<file path="config.mk">
export PLATFORM = sky130hd
export DESIGN_NAME = hazard_sched_flat
export DESIGN_NICKNAME = d
export VERILOG_FILES = /design/src/rtl/hazard_sched_if.sv /design/src/rtl/hazard_sched.sv /design/src/flat_wrapper.sv
export SDC_FILE = /design/constraint.sdc
export NUM_CORES = 1
export LEC_CHECK = 0
export BUFFER_PORTS_ARGS = -buffer_cell sky130_fd_sc_hd__buf_2
export CAP_MARGIN = 15
export CORE_AREA = 2 2 112 114
export DETAILED_ROUTE_END_ITERATION = 8
export DIE_AREA = 0 0 114 116
export SYNTH_ARGS = -nofsm -noshare
export SYNTH_HDL_FRONTEND = slang
export SYNTH_SLANG_ARGS = --single-unit
</file>
<file path="constraint.sdc">
create_clock -name clk -period 2.4 [get_ports clk]
set_clock_uncertainty 0.1 [all_clocks]
set_input_delay 0.12 -clock clk [delete_from_list [all_inputs] [get_ports clk]]
set_output_delay 0.12 -clock clk [all_outputs]
set_load 0.02 [all_outputs]
</file>
<file path="src/rtl/hazard_sched_if.sv">
// Signal bundle between the 5-stage pipeline and its hazard/sequencing unit.
// Data-memory handshake: an access is pending while mem_req=1 and completes on the cycle mem_ready=1.
interface hazard_sched_if #(
    parameter int CNT_W = 32
);
    logic             id_valid;
    logic [4:0]       id_rs1;
    logic [4:0]       id_rs2;
    logic             id_use_rs1;
    logic             id_use_rs2;
    logic [4:0]       id_rd;
    logic             id_RegWrite;
    logic             id_MemRead;
    logic             ex_branch_taken;
    logic             mem_req;
    logic             mem_ready;
    logic             stall_if;
    logic             stall_id;
    logic             flush_id;
    logic             bubble_ex;
    logic             freeze;
    logic [1:0]       fwdA;
    logic [1:0]       fwdB;
    logic [CNT_W-1:0] stall_cnt;
    logic [CNT_W-1:0] flush_cnt;

    modport master (
        output id_valid, id_rs1, id_rs2, id_use_rs1, id_use_rs2, id_rd, id_RegWrite, id_MemRead,
        output ex_branch_taken, mem_req, mem_ready,
        input  stall_if, stall_id, flush_id, bubble_ex, freeze, fwdA, fwdB, stall_cnt, flush_cnt
    );

    modport slave (
        input  id_valid, id_rs1, id_rs2, id_use_rs1, id_use_rs2, id_rd, id_RegWrite, id_MemRead,
        input  ex_branch_taken, mem_req, mem_ready,
        output stall_if, stall_id, flush_id, bubble_ex, freeze, fwdA, fwdB, stall_cnt, flush_cnt
    );
endinterface

</file>
<file path="src/rtl/hazard_sched.sv">
// Hazard unit for the RV32I 5-stage pipe: shadow scoreboard of EX/MEM/WB driving
// stall/flush/bubble controls, operand forwarding selects and saturating stall/flush counters.
module hazard_sched #(
    parameter int CNT_W = 32
) (
    input  logic           clk,
    input  logic           rst,
    hazard_sched_if.slave  hz
);
    typedef struct packed {
        logic       valid;
        logic [4:0] rd;
        logic       reg_write;
        logic       mem_read;
        logic [4:0] rs1;
        logic [4:0] rs2;
    } slot_t;

    localparam logic [CNT_W-1:0] CNT_ONE = {{(CNT_W-1){1'b0}}, 1'b1};

    slot_t ex_q, ex_d, mem_q, mem_d, wb_q, wb_d;
    logic [CNT_W-1:0] stall_cnt_q, stall_cnt_d, flush_cnt_q, flush_cnt_d;

    logic memwait, loaduse;
    logic stall_if, stall_id, flush_id, bubble_ex, freeze;
    logic [1:0] fwd_a, fwd_b;

    // MEM may only forward ALU results; a load's data is not available until WB.
    function automatic logic [1:0] fwd_sel(input logic [4:0] rs, input slot_t m, input slot_t w);
        if (m.valid && m.reg_write && !m.mem_read && m.rd != 5'd0 && m.rd == rs)
            return 2'b01;
        else if (w.valid && w.reg_write && w.rd != 5'd0 && w.rd == rs)
            return 2'b10;
        else
            return 2'b00;
    endfunction

    always_comb begin
        memwait = hz.mem_req & ~hz.mem_ready;
        loaduse = hz.id_valid & ex_q.valid & ex_q.mem_read & (ex_q.rd != 5'd0) &
                  ((hz.id_use_rs1 & (hz.id_rs1 == ex_q.rd)) |
                   (hz.id_use_rs2 & (hz.id_rs2 == ex_q.rd)));
        stall_if  = 1'b0;
        stall_id  = 1'b0;
        flush_id  = 1'b0;
        bubble_ex = 1'b0;
        freeze    = 1'b0;
        fwd_a     = 2'b00;
        fwd_b     = 2'b00;
        ex_d      = ex_q;
        mem_d     = mem_q;
        wb_d      = wb_q;
        if (!rst) begin
            if (ex_q.valid) begin
                fwd_a = fwd_sel(ex_q.rs1, mem_q, wb_q);
                fwd_b = fwd_sel(ex_q.rs2, mem_q, wb_q);
            end
            if (memwait) begin
                // Whole pipe holds; a taken branch stays in EX and is acted on once the wait ends.
                freeze   = 1'b1;
                stall_if = 1'b1;
                stall_id = 1'b1;
            end else begin
                mem_d = ex_q;
                wb_d  = mem_q;
                if (hz.ex_branch_taken) begin
                    flush_id  = 1'b1;
                    bubble_ex = 1'b1;
                    ex_d      = '0;
                end else if (loaduse) begin
                    stall_if  = 1'b1;
                    stall_id  = 1'b1;
                    bubble_ex = 1'b1;
                    ex_d      = '0;
                end else begin
                    ex_d.valid     = hz.id_valid;
                    ex_d.rd        = hz.id_rd;
                    ex_d.reg_write = hz.id_RegWrite;
                    ex_d.mem_read  = hz.id_MemRead;
                    ex_d.rs1       = hz.id_rs1;
                    ex_d.rs2       = hz.id_rs2;
                end
            end
        end
        stall_cnt_d = (stall_if && !(&stall_cnt_q)) ? stall_cnt_q + CNT_ONE : stall_cnt_q;
        flush_cnt_d = (flush_id && !(&flush_cnt_q)) ? flush_cnt_q + CNT_ONE : flush_cnt_q;
    end

    always_ff @(posedge clk) begin
        if (rst) begin
            ex_q        <= '0;
            mem_q       <= '0;
            wb_q        <= '0;
            stall_cnt_q <= '0;
            flush_cnt_q <= '0;
        end else begin
            ex_q        <= ex_d;
            mem_q       <= mem_d;
            wb_q        <= wb_d;
            stall_cnt_q <= stall_cnt_d;
            flush_cnt_q <= flush_cnt_d;
        end
    end

    assign hz.stall_if  = stall_if;
    assign hz.stall_id  = stall_id;
    assign hz.flush_id  = flush_id;
    assign hz.bubble_ex = bubble_ex;
    assign hz.freeze    = freeze;
    assign hz.fwdA      = fwd_a;
    assign hz.fwdB      = fwd_b;
    assign hz.stall_cnt = stall_cnt_q;
    assign hz.flush_cnt = flush_cnt_q;
endmodule
</file>
<file path="src/flat_wrapper.sv">
// flat-port wrapper written by rule: the top's interface ports become plain ports
module hazard_sched_flat 
#(
    parameter int CNT_W = 32
)
  (clk, rst, hz_id_valid, hz_id_rs1, hz_id_rs2, hz_id_use_rs1, hz_id_use_rs2, hz_id_rd, hz_id_RegWrite, hz_id_MemRead, hz_ex_branch_taken, hz_mem_req, hz_mem_ready, hz_stall_if, hz_stall_id, hz_flush_id, hz_bubble_ex, hz_freeze, hz_fwdA, hz_fwdB, hz_stall_cnt, hz_flush_cnt);
  hazard_sched_if #(.CNT_W(CNT_W)) hz_i ();
  input  logic clk;
  input  logic rst;
  input wire logic [$bits(hz_i.id_valid)-1:0] hz_id_valid;
  input wire logic [$bits(hz_i.id_rs1)-1:0] hz_id_rs1;
  input wire logic [$bits(hz_i.id_rs2)-1:0] hz_id_rs2;
  input wire logic [$bits(hz_i.id_use_rs1)-1:0] hz_id_use_rs1;
  input wire logic [$bits(hz_i.id_use_rs2)-1:0] hz_id_use_rs2;
  input wire logic [$bits(hz_i.id_rd)-1:0] hz_id_rd;
  input wire logic [$bits(hz_i.id_RegWrite)-1:0] hz_id_RegWrite;
  input wire logic [$bits(hz_i.id_MemRead)-1:0] hz_id_MemRead;
  input wire logic [$bits(hz_i.ex_branch_taken)-1:0] hz_ex_branch_taken;
  input wire logic [$bits(hz_i.mem_req)-1:0] hz_mem_req;
  input wire logic [$bits(hz_i.mem_ready)-1:0] hz_mem_ready;
  output wire logic [$bits(hz_i.stall_if)-1:0] hz_stall_if;
  output wire logic [$bits(hz_i.stall_id)-1:0] hz_stall_id;
  output wire logic [$bits(hz_i.flush_id)-1:0] hz_flush_id;
  output wire logic [$bits(hz_i.bubble_ex)-1:0] hz_bubble_ex;
  output wire logic [$bits(hz_i.freeze)-1:0] hz_freeze;
  output wire logic [$bits(hz_i.fwdA)-1:0] hz_fwdA;
  output wire logic [$bits(hz_i.fwdB)-1:0] hz_fwdB;
  output wire logic [$bits(hz_i.stall_cnt)-1:0] hz_stall_cnt;
  output wire logic [$bits(hz_i.flush_cnt)-1:0] hz_flush_cnt;
  assign hz_i.id_valid = hz_id_valid;
  assign hz_i.id_rs1 = hz_id_rs1;
  assign hz_i.id_rs2 = hz_id_rs2;
  assign hz_i.id_use_rs1 = hz_id_use_rs1;
  assign hz_i.id_use_rs2 = hz_id_use_rs2;
  assign hz_i.id_rd = hz_id_rd;
  assign hz_i.id_RegWrite = hz_id_RegWrite;
  assign hz_i.id_MemRead = hz_id_MemRead;
  assign hz_i.ex_branch_taken = hz_ex_branch_taken;
  assign hz_i.mem_req = hz_mem_req;
  assign hz_i.mem_ready = hz_mem_ready;
  assign hz_stall_if = hz_i.stall_if;
  assign hz_stall_id = hz_i.stall_id;
  assign hz_flush_id = hz_i.flush_id;
  assign hz_bubble_ex = hz_i.bubble_ex;
  assign hz_freeze = hz_i.freeze;
  assign hz_fwdA = hz_i.fwdA;
  assign hz_fwdB = hz_i.fwdB;
  assign hz_stall_cnt = hz_i.stall_cnt;
  assign hz_flush_cnt = hz_i.flush_cnt;
  hazard_sched #(.CNT_W(CNT_W)) u_core (.clk(clk), .rst(rst), .hz(hz_i));
endmodule
</file>
* After elaboration in Yosys (flattened, before gate mapping)
Cells that the tools add are included.
** Word-level totals
- Bits in latches :: 0
- Memories :: 0
- Input bits :: 25
- ROM bits :: 0
- Word-level logic and storage cells :: 73
- Output and inout bits :: 73
- Flip-flop bits (word level) :: 97
- RAM bits :: 0
** Cells by class
- Add/sub/neg operators :: 2
- Eq/ne operators :: 6
- Shift-type cells :: 0
- Muxes and demuxes :: 22
- Divide/modulo/power cells :: 0
- $mul :: 0
- Order comparisons :: 0
- Bitwise logic cells :: 9
- Reduce and logical (&&, ||, !) cells :: 19
** Operators by type and width (number)
- adder 32 x 1 -> 32 bit (second input constant) :: 2
- AND reduction 32 bit :: 2
- 2-to-1 mux 18 bit :: 2
- equality test 5 bit :: 6
- 2-to-1 mux 2 bit :: 8
- nonzero test 5 bit :: 3
- 2-to-1 mux 1 bit :: 12
- logical AND 1 bit :: 11
- AND 1 bit :: 7
- logical NOT 1 bit :: 3
- inverter 1 bit :: 1
- OR 1 bit :: 1

* Depth between registers and ports, before layout
Gate-level depths: netlist of run 1.
- Depth after elaboration :: 9
- Gate-level depth with buffers :: 9

* Worst setup path before layout of run 1
No wires, ideal clock.
- Kind :: register to register
- Start :: register u_core.stall_cnt_q[0], in the netlist u_core.hz.stall_cnt[0]
- End :: register u_core.stall_cnt_q[1], in the netlist u_core.hz.stall_cnt[1]
- Cell stages (with the launch flop) :: 10
- Data arrival time :: 2.063 ns
- Data required time :: 2.172 ns
- Setup time :: 0.128 ns
- Setup slack :: 0.109 ns
- Buffers on the path :: 2
- Path through :: dfxtp_1 -> ha_1 -> nand2_1 -> nor4_2 -> a32oi_2 -> nand2_4 -> buf_6 -> buf_6 -> mux2i_1 -> nor2_1
** On the way
- Longest elaborated chain between the ends :: 3
- Elaborated cells between the ends (all ways) :: 4
- Classes of those cells :: add/sub (1); reduce/logical (3)
** RTL lines
- start, declared :: line hazard_sched.sv:22 : logic [CNT_W-1:0] stall_cnt_q, stall_cnt_d, flush_cnt_q, flush_cnt_d;
- start signal, assigned :: line hazard_sched.sv:100 : stall_cnt_q <= stall_cnt_d;
- parallel branches: the longest is 3 deep, another holds adder 32 x 1 -> 32 bit
Parallel ways; which one is timed is not known.
A chain may end at the register's enable or synchronous reset.

* Worst setup path in the final report of run 1
- Start :: register u_core.ex_q[17] (netlist bit)
- End :: output hz_fwdB[1]
** On the way
- Longest elaborated chain between the ends :: 2
** RTL lines
- start, declared :: line hazard_sched.sv:21 : slot_t ex_q, ex_d, mem_q, mem_d, wb_q, wb_d;
- start signal, assigned :: line hazard_sched.sv:91 : ex_q <= '0;
- start signal, assigned :: line hazard_sched.sv:97 : ex_q <= ex_d;
- 2-to-1 mux 2 bit :: line hazard_sched.sv:54 : if (ex_q.valid) begin
- 2-to-1 mux 2 bit :: line hazard_sched.sv:53 : if (!rst) begin
- end, declared :: line flat_wrapper.sv:27 : output wire logic [$bits(hz_i.fwdB)-1:0] hz_fwdB;
Every way passes these cells.

==> impl_results.md, run 1 <==
- Share of cells above drive strength 1: 25.9%
- # fillers: around 1200
- Worst Setup Path Type: flip-flop to primary output
- Max Fclk: roughly 440 MHz
- Worst Path Required: around 2.2 ns
- Number of antenna violations at the first check in global routing: 1
- Die Y: 116 um
- Switching Power: roughly 760 uW
- Final std cells w/o fill: 796
- Top_reg_cell synth: dfxtp_1
- Cell Area, Synth: 4670 um2
- Clock edge transition at the registers on the reported setup and hold paths: approximately 0.060 ns
- First drt pass iteration count: 4
- # setup viols final: 0
- I/O Pins: a little under 100
- Placeable Area: between 10000 and 15000 um2
- Routability cong.: about 0.83
- Final core occ: 49.9%
- Clock Sinks: slightly below 100
- Inst Count DP: between 700 and 800
- CTS tree: yes
- Switching Share: about a fifth
- Maximum vdd drop: about 360 uV
- Nets: 671
- Int Pwr: ~2.8 mW
- WP data arrival: between 2 and 2.5 ns
- Drt drc: 0
- I/O Buffers: 97
- Clock power share: 47.9%
- Post-synth EDFFs: 0
- Area grow syn2layout: 27.2%
- Diode count: 0
- CTS buffer count: 9
- DP Area: approximately 5400 um2
- Register bit total from synthesis: 97
- R2r setup slk: 0.16 ns
- Die span in x: between 100 and 150 um
- Syn Inst Count: a little over 500
- Iteration-0 DRC Markers: 260
- Post-route ant nets: 0
- Synth Area per Inst: between 9 and 10 um2
- Crit path max fanout: 4
- Logic pwr share: under 10%
- Worst-margin pin slew: around 0.71 ns
- Seq pwr share: a little under half
- All-Layer GR Usage: about a fifth
- Vias in the first global route: about 4100
- Post-Syn Nets: approximately 540
- Synth cell types: 60
- First-pass GRT wire length: 20100 um
- Number of setup buffers added after CTS: 0
- Row Count: 40
- Footprint of the multi-input gates: ~2600 um2
- Post-synthesis sequential area ratio: 41.6%
- Worst slew margin: a little over half
- Starting Density: around two fifths
- Yosys warns: 0
- Vias per cell: approximately 5.4
- Final period util: 94.6%
- FF+latch area: slightly below 2000 um2
- Setup_tns: 0 ns
- CP Capture Type: primary output
- WHS: 0.163 ns
- Via Count: 4325
- H-tree depth: 3
- Maxcap violations: 0
- CTS Buffer Depth: 2
- DP Wirelength: between 8000 and 9000 um
- Hold Fails Final Rpt: 0
- Leak: approximately 2.4 nW
- Final wirelength: ~13000 um
- CTS root buffer: clkbuf_16
- CP Launch Type: flip-flop
- Crit path time final: approximately 2.3 ns
- Status: finished clean
- Clock Latency Late Sink: about 0.34 ns
- PwrDens: 605 nW/um2
- Grt total ovfl: 0
- Final instance area: about 5900 um2
- Worst Hold Class: input port to flip-flop
- DR WL/cell: ~16 um
- Ys async rst share: 0%
- Max-slew violations: 0
- Largest net degree at the start of global routing: 64
- Die Area: between 10000 and 15000 um2
-- synthesized netlist by cell type, types with 4 or more instances --
| library cell | number | area (um2) |
|---|---|---|
| or4_1 | 9 | 67.6 |
| buf_6 | 6 | 67.6 |
| buf_2 | 4 | 20.0 |
| a22o_1 | 29 | 254 |
| clkbuf_1 | 11 | 41.3 |
| nand4_1 | 23 | 144 |
| and3_1 | 10 | 62.6 |
| xnor2_1 | 37 | 324 |
| nand3_1 | 19 | 95.1 |
| o31ai_1 | 7 | 52.6 |
| o21ai_0 | 12 | 60.1 |
| a21oi_1 | 27 | 135 |
| nand2_1 | 39 | 146 |
| o21ai_1 | 7 | 35.0 |
| inv_1 | 8 | 30.0 |
| or3_1 | 18 | 113 |
| dfxtp_1 | 97 | 1940 |
| and4_1 | 9 | 78.8 |
| a22o_2 | 4 | 40.0 |
| xor2_1 | 22 | 193 |
| nor4_1 | 5 | 31.3 |
| nor3_1 | 23 | 115 |
| nor2_1 | 42 | 158 |
-- flip-flops by register name, indices dropped and copies added (netlist names) --
register             cells
u_core.hz.flush_cnt     32
u_core.hz.stall_cnt     32
u_core.ex_q             18
u_core.mem_q             8
u_core.wb_q              7
-- kinds of logic (layout without fill, tap and decap cells) --
group / count (synthesis) / in the layout / synth area share, %
muxes: 5 / 5 / 1.13
adders and majority gates: 2 / 2 / 0.536
xor gates and xnor gates: 59 / 59 / 11.1
buffers and inverters: 32 / 164 / 3.80
AOI/OAI and AO/OA: 102 / 102 / 15.5
DFF: 97 / 97 / 41.6
and+or+nand+nor: 220 / 220 / 26.4
-- area by class of cell --
class / count / area share [%]
multi-input combinational: 388 / 43.2
clock inverter: 4 / 1.64
inverter: 9 / 0.569
sequential: 97 / 32.8
timing repair buffer: 139 / 14.2
clock buffer: 12 / 4.49
tap: 147 / 3.10
-- cells in the final DEF (no fill, tap or decap), types with 5 or more instances in the layout --
cell	n
inv_1	8
o21ai_1	7
o21ai_0	12
and4_1	9
dfxtp_2	5
a21oi_1	27
nor2_1	42
buf_4	24
xor2_1	22
clkbuf_16	9
buf_2	97
a22o_1	29
or3_1	18
nand4_1	23
or4_1	9
nor4_1	5
o31ai_1	7
and3_1	10
dfxtp_1	92
dlygate4sd3_1	18
nand3_1	19
nand2_1	39
nor3_1	23
xnor2_1	37
-- critical path, stage by stage, from the launching register on --
cell and delay, ns:
dfxtp_1 0.36, nand2_1 0.15, a211o_1 0.30, or4_1 0.53, nor4_1 0.17, buf_2 0.21
-- routing by layer --
layer	part of all wire (%)	vias to the layer above	global-route usage, %
met5	0.088	-	0
met4	1.7	2	7.07
met3	4.1	18	4.45
met2	45	84	29.6
met1	49	2073	25.6
li1	-	2148	-
-- repair_timing --
action / 4_1_cts / 5_1_grt
endpoints found under the hold margin: 18 / 0
endpoints found under the setup margin: 2 / 5
resized for setup: 1 / 7
pin swaps: 0 / 1
hold buffers: 18 / 0
-- final timing paths --
path                                            start                                   end  cells after the start
setup / recovery         u_core.ex_q[17]$_SDFFE_PP0N_                            hz_fwdB[1]                      5
hold / removal                                    rst  u_core.hz.flush_cnt[19]$_SDFFE_PP0P_                      3
setup reg to reg  u_core.hz.stall_cnt[0]$_SDFFE_PP0P_  u_core.hz.stall_cnt[11]$_SDFFE_PP0P_                      7
hold reg to reg          u_core.ex_q[11]$_SDFFE_PP0N_         u_core.mem_q[11]$_SDFFE_PP0N_                      1
-- power by group through the flow --
stage               clock, mW  combinational (mW)  sequential [mW]
finish                   1.72               0.211             1.66
global route             1.81               0.229             1.66
CTS                      1.75               0.211             1.66
detailed placement          0               0.187             1.70
global placement            0               0.184             1.69
floorplan                   0               0.125             1.69
-- metrics by stage --
stage,setup slack (ns),power [mW]
floorplan,0.109,1.81
global placement,0.191,1.88
detailed placement,0.144,1.88
CTS,0.0500,3.62
global route,-0.00391,3.70
finish,0.130,3.59
Power figures use the tool's default switching activity.
==> run 2: changes to the inputs <==
Settings changed: CAP_MARGIN 15 to unset, RECOVER_POWER set to 50.
==> impl_results.md, run 2 (synthesis results as in run 1) <==
- Status: finished clean (unchanged)
- Worst slew margin: 52.5% (was 52.6%)
- FF-to-FF Start: u_core.hz.stall_cnt[0]$_SDFFE_PP0P_ (unchanged)
- CTS Buffer Depth: 2 (unchanged)
- DR WL/cell: 15.7 um (about the same)
- Starting Density: 39.2% (unchanged)
- First-pass GRT wire length: 20100 um (unchanged)
- Max incr delay on CP: 0.53 ns (about the same)
- Leak: 2.11 nW (was 2.41 nW)
- CTS tree: yes (unchanged)
- Clock Latency Late Sink: 0.34 ns (about the same)
- Nets: 671 (unchanged)
- Commonest non-fill, non-tap cell in the layout: dfxtp_1 (was buf_2)
- R2r setup slk: 0.16 ns (about the same)
- CP startpoint: u_core.ex_q[17]$_SDFFE_PP0N_ (unchanged)
- Routability cong.: 0.830 (unchanged)
- DP Wirelength: 8850 um (unchanged)
- Slowest cell on the critical path: or4_1 (unchanged)
- Die span in x: 114 um (unchanged)
- Diode count: 0 (unchanged)
- Maxcap violations: 0 (unchanged)
- Number of setup buffers added after CTS: 0 (unchanged)
- FF-to-FF End: u_core.hz.stall_cnt[11]$_SDFFE_PP0P_ (unchanged)
- Worst Setup Path Type: flip-flop to primary output (unchanged)
- CP Buf/Inv Count: 1 (unchanged)
- Placeable Area: 11900 um2 (unchanged)
- Final core occ: 49.1% (was 49.9%)
- Worst path depth: 5 (unchanged)
- Final period util: 94.5% (was 94.6%)
- DP Area: 5380 um2 (unchanged)
- Die Area: 13200 um2 (unchanged)
- Iteration-0 DRC Markers: 278 (was 260)
- Setup_tns: 0 ns (unchanged)
- WP data arrival: 2.05 ns (about the same)
- CP endpoint: hz_fwdB[1] (unchanged)
- Final instance area: 5850 um2 (was 5940 um2)
- Number of antenna violations at the first check in global routing: 1 (unchanged)
- Worst Path Required: 2.18 ns (about the same)
- I/O Buffers: 97 (unchanged)
- First drt pass iteration count: 4 (unchanged)
- Worst Hold Class: input port to flip-flop (unchanged)
- Area grow syn2layout: 25.2% (was 27.2%)
- Maximum vdd drop: 362 uV (was 361 uV)
- Post-route ant nets: 0 (unchanged)
- Grt total ovfl: 0 (unchanged)
- Largest net degree at the start of global routing: 64 (unchanged)
- Commonest non-fill, non-tap cells in the layout: dfxtp_1, clkbuf_1, nor2_1 (was buf_2, dfxtp_1, nor2_1)
- CTS buffer count: 9 (unchanged)
- Clock Sinks: 97 (unchanged)
- Max Fclk: 441 MHz (about the same)
- CP cell instances: nand2_1 -> a211o_1 -> or4_1 -> nor4_1 -> buf_2 (unchanged)
- # setup viols final: 0 (unchanged)
- All-Layer GR Usage: 19.0% (unchanged)
- CTS root buffer: clkbuf_16 (unchanged)
- CP Capture Type: primary output (unchanged)
- Crit path max fanout: 4 (unchanged)
- Via Count: 4348 (was 4325)
- Final wirelength: 12500 um (about the same)
- # fillers: 1192 (was 1165)
- Hold Fails Final Rpt: 0 (unchanged)
- PwrDens: 614 nW/um2 (was 605 nW/um2)
- Vias per cell: 5.46 (was 5.43)
- Die Y: 116 um (unchanged)
- Clock edge transition at the registers on the reported setup and hold paths: 0.07 ns (was 0.06 ns)
- I/O Pins: 98 (unchanged)
- H-tree depth: 3 (unchanged)
- CP Launch Type: flip-flop (unchanged)
- Reg2Reg Depth: 7 (unchanged)
- CP top delay family: simple AND/OR/NAND/NOR gates (unchanged)
- Max-slew violations: 0 (unchanged)
- Vias in the first global route: 4091 (unchanged)
- Crit path time final: 2.27 ns (about the same)
- Row Count: 40 (unchanged)
- Share of cells above drive strength 1: 15.3% (was 25.9%)
- Worst-margin pin slew: 0.713 ns (was 0.711 ns)
- Drt drc: 0 (unchanged)
- Total power: 3.59 mW (about the same)
## run 2: changes by cell type in the layout (fill, tap and decap cells not counted), sizes merged
cell	before	now
buf	121	52
clkbuf	12	81
## run 2: worst min-delay path by stage
stage	startpoint	to	cells past startpoint
2_1_floorplan	hz_id_rs2[0]	u_core.ex_q[0]$_SDFFE_PP0N_	1
3_3_place_gp	hz_id_MemRead	u_core.ex_q[10]$_SDFFE_PP0N_	2
3_5_place_dp	hz_id_MemRead	u_core.ex_q[10]$_SDFFE_PP0N_	2
4_1_cts	rst	u_core.hz.flush_cnt[19]$_SDFFE_PP0P_	3
5_1_grt	rst	u_core.hz.flush_cnt[19]$_SDFFE_PP0P_	3
6_report	rst	u_core.hz.flush_cnt[19]$_SDFFE_PP0P_	3
## run 2: metrics by stage
step                      std cells  hold WS [ns]  setup WS (ns)
after floorplan                 517         0.145          0.109
after global placement          762         0.245          0.191
final                           796         0.221          0.133
after detailed placement        762         0.245          0.144
after global routing            796         0.259       -0.00391
after CTS                       796         0.154         0.0500
## run 2: layer usage
metal  share of wire (%)  GRT usage, %
met5               0.088             0
met4                 1.8          7.07
met3                 4.9          4.45
met2                  45          29.6
met1                  48          25.6
## run 2: what timing repair did
item | 4_1_cts | 5_1_grt
hold buffers | 18 | 0
setup endpoints to repair | 2 | 5
hold endpoints to repair | 18 | 0
pin swaps | 0 | 1
gates resized for setup | 1 | 7
## run 2: layout make-up
class / instances / area [um2] / share of cell area [%]
multi-input combinational: 388 / 2560 / 43.8
sequential: 97 / 1950 / 33.3
timing repair buffer: 139 / 754 / 12.9
clock buffer: 12 / 267 / 4.56
tap: 147 / 184 / 3.15
clock inverter: 4 / 97.6 / 1.67
inverter: 9 / 33.8 / 0.578
## run 2: worst min-delay path, cell delays in order
cell and delay, ns:
clkbuf_1 0.13, inv_1 0.18, and2_1 0.18
## run 2: report_power, final
part           internal, mW  switching [mW]
clock network          1.10           0.617
registers              1.63          0.0283
logic                0.0971           0.113
==> run 3: changes to the inputs <==
Settings changed: ABC_AREA set to 1, CORE_AREA 2 2 112 114 to 2 2 122 124, DIE_AREA 0 0 114 116 to 0 0 124 126, TNS_END_PERCENT set to 50.
==> impl_results.md, run 3 <==
- Clock Sinks: 97 (unchanged)
- Routability cong.: 0.902 (was 0.830)
- Largest net degree at the start of global routing: 51 (was 64)
- Worst Hold Depth: 5 (was 3)
- Synth area leaders: dfxtp_1, nand2_1, nand3_1, nor2_1, inv_1 (was dfxtp_1, xnor2_1, a22o_1, xor2_1, nor2_1)
- WHS: 0.158 ns (was 0.221 ns)
- Setup_tns: 0 ns (unchanged)
- CP Capture Type: primary output (unchanged)
- Starting Density: 39.0% (was 39.2%)
- Placeable Area: 14300 um2 (was 11900 um2)
- CP Launch Type: input port (was flip-flop)
- All-Layer GR Usage: 21.7% (was 19.0%)
- FF-to-FF End: u_core.hz.flush_cnt[28]$_SDFFE_PP0P_ (was u_core.hz.stall_cnt[11]$_SDFFE_PP0P_)
- Crit path max fanout: 19 (was 4)
- Area leader, netlist: dfxtp_1 (unchanged)
- Post-synthesis sequential area ratio: 34.8% (was 41.6%)
- Cell with the most instances after synthesis: nand2_1 (was dfxtp_1)
- Status: finished clean (unchanged)
- Hold Fails Final Rpt: 0 (unchanged)
- R2r setup slk: 0.27 ns (was 0.16 ns)
- I/O Buffers: 97 (unchanged)
- HP Start: rst (unchanged)
- Final period util: 88.9% (was 94.5%)
- Area grow syn2layout: 21.1% (was 25.2%)
- Top-area cell type share of the netlist area: 34.8% (was 41.6%)
- Hold endpoint: u_core.ex_q[7]$_SDFFE_PP0N_ (was u_core.hz.flush_cnt[19]$_SDFFE_PP0P_)
- Top cells by count, synth: nand2_1, nor2_1, dfxtp_1 (was dfxtp_1, nor2_1, nand2_1)
- Leak: 2.58 nW (was 2.11 nW)
- Worst Hold Class: input port to flip-flop (unchanged)
- Worst Setup Path Type: input port to primary output (was flip-flop to primary output)
- Post-route ant nets: 0 (unchanged)
- Synth Area per Inst: 6.31 um2 (was 9.03 um2)
- Wl on met1: 7880 um (was 6030 um)
- Maxcap violations: 0 (unchanged)
- Iteration-0 DRC Markers: 431 (was 278)
- Number of antenna violations at the first check in global routing: 0 (was 1)
- Number of setup buffers added after CTS: 0 (unchanged)
- Clock Latency Late Sink: 0.36 ns (was 0.34 ns)
- Routed met2 length: 7670 um (was 5630 um)
- WL met3: 742 um (was 607 um)
- Commonest non-fill, non-tap cell in the layout: nand2_1 (was dfxtp_1)
- Row Count: 44 (was 40)
- Drt drc: 0 (unchanged)
- Commonest non-fill, non-tap cells in the layout: nand2_1, nor2_1, dfxtp_1 (was dfxtp_1, clkbuf_1, nor2_1)
- First drt pass iteration count: 5 (was 4)
- Grt total ovfl: 0 (unchanged)
- CTS Buffer Depth: 2 (unchanged)
- Post-synth EDFFs: 0 (unchanged)
- Worst-margin pin slew: 0.880 ns (was 0.713 ns)
- CTS root buffer: clkbuf_16 (unchanged)
- Crit path time final: 2.13 ns (was 2.27 ns)
- Via Count: 5911 (was 4348)
- H-tree depth: 3 (unchanged)
- Diode count: 0 (unchanged)
- Post-Syn Nets: 911 (was 544)
- Maximum vdd drop: 331 uV (was 362 uV)
- I/O Pins: 98 (unchanged)
- WP data arrival: 1.91 ns (was 2.05 ns)
- FF-to-FF Start: u_core.hz.flush_cnt[1]$_SDFFE_PP0P_ (was u_core.hz.stall_cnt[0]$_SDFFE_PP0P_)
- Max-slew violations: 0 (unchanged)
- Vias per cell: 4.96 (was 5.46)
- Die span in x: 124 um (was 114 um)
- Yosys warns: 0 (unchanged)
- Syn Inst Count: 884 (was 517)
- Clock edge transition at the registers on the reported setup and hold paths: 0.07 ns (about the same)
- First-pass GRT wire length: 27100 um (was 20100 um)
- Synth cell types: 33 (was 60)
- Die Area: 15600 um2 (was 13200 um2)
- Top layer in use: met4 (was met5)
- Vias in the first global route: 5373 (was 4091)
- CTS buffer count: 9 (unchanged)
- # fillers: 1542 (was 1192)
- Ys async rst share: 0% (unchanged)
- Max Fclk: 468 MHz (was 441 MHz)
- Nets: 1030 (was 671)
- # setup viols final: 0 (unchanged)
- Worst Path Required: 2.18 ns (about the same)
- PwrDens: 523 nW/um2 (was 614 nW/um2)
- Total power: 3.53 mW (was 3.59 mW)
- CTS tree: yes (unchanged)
- Share of cells above drive strength 1: 7.74% (was 15.3%)
- Worst slew margin: 41.4% (was 52.5%)
- Die Y: 126 um (was 116 um)
- Cell Area, Synth: 5580 um2 (was 4670 um2)
- DR WL/cell: 13.8 um (was 15.7 um)
- Top_reg_cell synth: dfxtp_1 (unchanged)
- Reg2Reg Depth: 12 (was 7)
- Final wirelength: 16500 um (was 12500 um)
- DP Wirelength: 11900 um (was 8850 um)
- Register bit total from synthesis: 97 (unchanged)
- RSZ-0062 raised after global routing: no
run 3: cell count changes in the layout (fill, tap and decap cells not counted), sizes merged, moves of 10 or more:
cell,delta
or4,-10
nand3,+62
nand3b,+11
inv,+83
nor2,+64
o22ai,+14
nand2,+231
xnor2,-28
a22o,-33
or3,-18
a21oi,+30
run 3: kinds of logic (layout without fill, tap and decap cells):
kind of cell | count (synthesis) | in the layout | synth area share (%)
fa+ha+maj | 2 | 2 | 0.449
xor+xnor | 38 | 38 | 5.97
simple gates | 524 | 524 | 40.1
flops | 97 | 97 | 34.8
compound gates | 104 | 104 | 9.96
buf+inv | 119 | 243 | 8.68
run 3: worst max-delay path by stage:
| stage | slack [ns] | to | start |
|---|---|---|---|
| after floorplan | 0.38 | u_core.hz.stall_cnt[3]$_SDFFE_PP0P_ | u_core.hz.stall_cnt[0]$_SDFFE_PP0P_ |
| after CTS | 0.19 | hz_stall_id | u_core.ex_q[16]$_SDFFE_PP0N_ |
| after detailed placement | 0.23 | u_core.hz.flush_cnt[28]$_SDFFE_PP0P_ | u_core.hz.flush_cnt[1]$_SDFFE_PP0P_ |
| after global placement | 0.23 | u_core.hz.flush_cnt[28]$_SDFFE_PP0P_ | u_core.hz.flush_cnt[1]$_SDFFE_PP0P_ |
| final | 0.27 | hz_bubble_ex | hz_mem_req |
| after global routing | 0.009 | u_core.hz.flush_cnt[28]$_SDFFE_PP0P_ | u_core.hz.flush_cnt[1]$_SDFFE_PP0P_ |
run 3: what timing repair did:
| item | 4_1_cts | 5_1_grt |
|---|---|---|
| hold buffers | 18 | 0 |
| resized for setup | 0 | 4 |
| endpoints found under the setup margin | 0 | 4 |
| endpoints found under the hold margin | 18 | 0 |
run 3: layout make-up:
cell class / instances / area, um2 / area share (%)
tap: 184 / 230 / 3.41
inverter: 90 / 338 / 5.00
multi-input combinational: 668 / 3150 / 46.7
sequential: 97 / 1940 / 28.8
clock buffer: 9 / 225 / 3.34
timing repair buffer: 137 / 763 / 11.3
clock inverter: 7 / 103 / 1.52
run 3: per-stage QoR:
step | worst slack, ns | cells | utilization (%) | cell area (um2)
after floorplan | 0.379 | 884 | - | 5580
after global placement | 0.234 | 1158 | 44.2 | 6320
after detailed placement | 0.234 | 1158 | 44.2 | 6320
after CTS | 0.190 | 1192 | 47.7 | 6830
after global routing | 0.00924 | 1192 | 47.2 | 6750
final | 0.265 | 1192 | 47.2 | 6750
run 3: critical path, cell delays in order:
cell and delay [ns]:
buf_2 0.09, inv_1 0.04, nor2_1 0.04, nor2_1 0.08, clkbuf_1 0.66, inv_1 0.50, nor2_1 0.20, buf_2 0.18
run 3: where the power goes:
group          switching, mW  internal [mW]  leakage (nW)  total [mW]
sequential            0.0192           1.63         0.785        1.65
clock                  0.692          0.923         0.156        1.62
combinational          0.167         0.0973          1.64       0.264
run 3: per-layer routing:
metal / GRT usage [%] / vias to the layer above
met1: 29.6 / 2651
met4: 4.96 / 0
met3: 4.94 / 17
met5: 0 / -
li1: - / 3096
met2: 35.0 / 147
